[config.mk]
export PLATFORM = sky130hd
export DESIGN_NAME = sparc_ifu_thrsched
export DESIGN_NICKNAME = d
export VERILOG_FILES = /design/src/rtl/sparc_ifu_thrsched.sv
export SDC_FILE = /design/constraint.sdc
export NUM_CORES = 1
export LEC_CHECK = 0
export CAP_MARGIN = 20
export CORE_UTILIZATION = 27
export DETAILED_ROUTE_END_ITERATION = 10
export GPL_TIMING_DRIVEN = 0
export PLACE_DENSITY_LB_ADDON = 0.05
export SKIP_CTS_REPAIR_TIMING = 1
export SLEW_MARGIN = 10
export SYNTH_ARGS = -nofsm -noshare
export SYNTH_HDL_FRONTEND = slang
export SYNTH_SLANG_ARGS = --single-unit
export TNS_END_PERCENT = 10
[constraint.sdc]
create_clock -name clk -period 2.1 [get_ports clk]
set_clock_uncertainty 0.05 [all_clocks]
set_input_delay 0.42 -clock clk [delete_from_list [all_inputs] [get_ports clk]]
set_output_delay 0.42 -clock clk [all_outputs]
set_load 0.02 [all_outputs]
[src/rtl/sparc_ifu_thrsched.sv]
// sparc_ifu_thrsched: four-thread DEAD/RDY/WAIT tracker with round-robin F-stage pick and wait watchdog.
// Define SPARC_THRSCHED_WAKE_BYP_EN to let a thread woken by completion be picked in the same cycle.
module sparc_ifu_thrsched #(
    parameter logic [1:0]       RST_PTR  = 2'd3,
    parameter int               TMO_W    = 8,
    parameter logic [TMO_W-1:0] WAIT_TMO = 8'hff
) (
    input  logic       clk,
    input  logic       reset,
    input  logic [3:0] thr_active,
    input  logic [3:0] wait_set,
    input  logic [3:0] completion,
    input  logic       stall_f,
    output logic [3:0] thr_f,
    output logic       thr_f_vld,
    output logic [3:0] thr_rdy,
    output logic [3:0] wait_tmo
);
`ifdef SPARC_THRSCHED_WAKE_BYP_EN
    localparam bit WAKE_BYP = 1'b1;
`else
    localparam bit WAKE_BYP = 1'b0;
`endif

    typedef enum logic [1:0] {DEAD = 2'd0, RDY = 2'd1, WAIT = 2'd2} thr_st_e;

    thr_st_e          st_q [4];
    thr_st_e          st_d [4];
    logic [TMO_W-1:0] cnt_q [4];
    logic [TMO_W-1:0] cnt_d [4];
    logic [3:0]       thr_f_q, thr_f_d, tmo_q, tmo_d, elig, keep;
    logic [1:0]       ptr_q, ptr_d, idx;
    logic             found;

    always_comb begin
        for (int i = 0; i < 4; i++) begin
            st_d[i] = !thr_active[i] ? DEAD :
                      st_q[i] == DEAD ? RDY :
                      (st_q[i] == RDY && wait_set[i] && !completion[i]) ? WAIT :
                      (st_q[i] == WAIT && completion[i]) ? RDY : st_q[i];
            elig[i] = thr_active[i] && ((st_q[i] == RDY && !wait_set[i]) ||
                      (WAKE_BYP && st_q[i] == WAIT && completion[i]));
            keep[i] = st_d[i] == RDY;
            cnt_d[i] = (st_d[i] != WAIT || st_q[i] != WAIT) ? '0 :
                       cnt_q[i] == WAIT_TMO ? cnt_q[i] : cnt_q[i] + TMO_W'(1);
            tmo_d[i] = st_d[i] == WAIT && st_q[i] == WAIT && cnt_q[i] != WAIT_TMO && cnt_d[i] == WAIT_TMO;
            thr_rdy[i] = st_q[i] == RDY;
        end
        found = 1'b0;
        idx = ptr_q;
        // Search order starts just past the last pick, wrapping 3->0.
        for (int k = 1; k <= 4; k++) begin
            if (!found && elig[ptr_q + 2'(k)]) begin
                found = 1'b1;
                idx = ptr_q + 2'(k);
            end
        end
        ptr_d = stall_f ? ptr_q : idx;
        thr_f_d = stall_f ? (thr_f_q & keep) : found ? (4'b1 << idx) : 4'b0;
    end

    always_ff @(posedge clk or posedge reset) begin
        if (reset) begin
            st_q    <= '{default: DEAD};
            cnt_q   <= '{default: '0};
            thr_f_q <= '0;
            tmo_q   <= '0;
            ptr_q   <= RST_PTR;
        end else begin
            st_q    <= st_d;
            cnt_q   <= cnt_d;
            thr_f_q <= thr_f_d;
            tmo_q   <= tmo_d;
            ptr_q   <= ptr_d;
        end
    end

    assign thr_f     = thr_f_q;
    assign thr_f_vld = |thr_f_q;
    assign wait_tmo  = tmo_q;
endmodule

==> flow_summary.toml <==
[detailed_routing]
detail_route.first_pass.iterations = 4
route.detailed.vias_per_inst = 4.94
detail_route.wirelength_mm = 5.82
antenna_violating_nets_post_route = 0
drt_first_iter_violations = 63
num_vias = 2138
drc = 0
wl_per_cell_um = 13.4

[timing]
worst_margin_pin_slew_ns = 0.574
period_needed_ns = 2.03
rsz_0062_raised_after_global_routing = "no"
setup_viol = 0
report.final.slew_viol_count = 0
timing.slew.headroom_pct = 61.7
final.period_utilization_pct = 96.9
clock.fmax_mhz = 492
hold_viol_final = 0

[clock_network]
worstSkewPairLatency_ns = 0.30
cts_num_sinks = 50
cts-root-buf = "sky130_fd_sc_hd__clkbuf_8"
tritoncts = "done"
clk_pin_slew_worst_paths_ns = 0.10
numCtsBuffers = 5
clock_path_buffers = 2
clock_tree.htree_level_count = 2

[global_routing]
largest_net_degree_at_the_start_of_global_routing = 28
grt_pass1_wl_mm = 9.87
grt_antenna_before_repair = 0
number_of_global_route_vias_before_repair = 2040
sum_of_overflow_across_all_layers_after_global_routing = 0
grt_usage_pct = 12.4

[finish]
final_core_utilization_pct = 34.6
area_growth_pct = 22.2
final_nets = 322
drive_gt1_share_pct = 8.88
post-route-cell-area_mm2 = 0.00324
antennaDiodeCount = 0

[logic_synthesis]
sequential_cell_area_fraction_in_the_yosys_report_pct = 47.2
avg_synthesized_cell_area_um2 = 9.87
synthDistinctLibCells = 52
syn_inst = 269
synthesis.yosys.warnings = 0
most_used_flip_flop_cell_after_synthesis = "sky130_fd_sc_hd__dfrtp_1"
synth-async-reset-ratio_pct = 100
synth_top_area_share_pct = 45.3
postSynthNetCount = 288
synth.cell_area_mm2 = 0.00265
synth_edf_count = 0
synthTopCellsByArea = "sky130_fd_sc_hd__dfrtp_1, sky130_fd_sc_hd__o21ai_0, sky130_fd_sc_hd__nor2_1"
count_leader_synth = "sky130_fd_sc_hd__dfrtp_1"
synth_largest_area_cell = "sky130_fd_sc_hd__dfrtp_1"
synth_seq_cells = 50
yosys-top-cells-count = "sky130_fd_sc_hd__dfrtp_1, sky130_fd_sc_hd__nor2_1, sky130_fd_sc_hd__o21ai_0"

[power]
vdd_drop_max_mv = 0.297
cell_internal_pwr_w = 0.00165
p_total_w = 0.00215
leakage_nw = 1.43
share_clk_of_total_power_pct = 39.0
p_sw_w = 0.000503
power_frac_comb_pct = 12.5
seqPwrFrac_pct = 48.5
power_switching_share_pct = 23.4
pwr_cell_area_mw_per_mm2 = 663

[floorplanning]
floorplan.core_area_mm2 = 0.00937
rows = 35
die_extent_in_y_um = 101
io_pins = 28
die-area_mm2 = 0.0102
start_util_pct = 28.3
die_w_um = 101

[placed_design]
finalWeightedCongestion = 0.767
dp_hpwl_mm = 4.17
postPlaceCellArea_mm2 = 0.00310
io_buffers = 26

[worst_hold_path]
worst_hold_path_type = "in2reg"

[setup_path]
critPathArrivalTime_ns = 1.56
crit_path_top_delay_cell = "sky130_fd_sc_hd__clkdlybuf4s50_1"
endpoint_kind_of_the_worst_setup_timing_path = "output pin"
worstPathMaxFanout = 5
critical_path_required_ns = 1.63
crit_path_max_incr_delay_ns = 0.64
path_class = "reg2out"
critical_path.startpoint_type = "register"
critical_path.cell_chain = "nor2b_1 -> clkdlybuf4s50_1"

[outcome]
outcome = "finished clean"

[flow_run]
drv.max_cap_violation_count = 0
## final timing paths
| check | from | to | slack (ns) | cells after the start |
|---|---|---|---|---|
| hold / removal | stall_f | ptr_q[1] | 0.43 | 3 |
| hold reg to reg | ptr_q[1] | ptr_q[1] | 0.49 | 2 |
| min in group asynchronous | reset | cnt_q[4] | 0.45 | 2 |
| setup reg to reg | cnt_q[24] | wait_tmo[0] | 0.16 | 6 |
| setup / recovery | st_q[6] | thr_rdy[0] | 0.07 | 2 |
| max in group asynchronous | reset | ptr_q[0] | 0.94 | 3 |
## cells by family after synthesis
| kind of cell | share of synthesized area [%] |
|---|---|
| flops | 47.2 |
| mux | 2.69 |
| fa+ha+maj | 1.89 |
| buf+inv | 1.56 |
| xor+xnor | 2.97 |
| compound gates | 16.5 |
| simple gates | 27.2 |
## cells in the final DEF (no fill, tap or decap), drive strengths merged, types with 2 or more instances in the layout
master / instances
inv: 9
mux2i: 6
nor2: 23
o32ai: 2
a211oi: 7
nor4: 3
nand3b: 2
dfrtp: 48
bufinv: 2
nand4: 4
o21bai: 2
and4bb: 5
and2: 5
a31oi: 11
a21oi: 11
o21ai: 20
dlymetal6s2s: 2
clkdlybuf4s50: 24
and3: 13
ha: 4
nor2b: 13
nand4b: 2
o21a: 4
xnor2: 7
nand3: 15
clkbuf: 8
and4: 4
a22oi: 2
nand2: 18
nor3: 6
xor2: 2
dfstp: 2
## power groups by stage
stage          Clock [W]  Sequential [W]  Combinational [W]
4_1_cts         0.000879         0.00104           0.000277
6_report        0.000838         0.00104           0.000269
3_3_place_gp           0         0.00106           0.000270
2_1_floorplan          0         0.00106           0.000154
3_5_place_dp           0         0.00106           0.000275
5_1_grt         0.000906         0.00105           0.000300
## sequential cells by signal, summed over array words and instances (netlist names)
register,count
cnt_q,32
st_q,8
thr_f,4
wait_tmo,4
ptr_q,2
## worst max-delay path: cells and delay by family, from the launching register on
family | cells | cell delay (ns)
buf+inv | 1 | 0.64
flops | 1 | 0.42
simple gates | 1 | 0.21
## area by class of cell
cell class	count	area, µm²
plain buffers	2	7.51
repair buffers	27	285
multi-input cells	208	1360
clock inverters	2	60.1
fillers	980	6130
inverters	9	33.8
clock buffers	6	82.6
well taps	129	161
flip-flops and latches	50	1250
## layer usage
| metal | vias to the layer above | global-route usage [%] | part of all wire (%) |
|---|---|---|---|
| met2 | 42 | 17.5 | 42 |
| met5 | - | 0 | 0 |
| li1 | 1064 | - | - |
| met1 | 1028 | 18.6 | 54 |
| met4 | 0 | 4.01 | 1.1 |
| met3 | 4 | 2.62 | 3.4 |
## per-stage QoR
step | std cells | hold WS [ns] | setup TNS (ns) | setup WS [ns]
after floorplan | 269 | 0.425 | 0 | 0.432
after global placement | 424 | 0.463 | -38.68 | -0.790
after detailed placement | 425 | 0.477 | -0.313 | -0.153
after CTS | 433 | 0.423 | -0.177 | -0.177
after global routing | 433 | 0.478 | 0 | 0.00211
final | 433 | 0.428 | 0 | 0.0657
No activity file was read; power rests on OpenSTA's default activity.
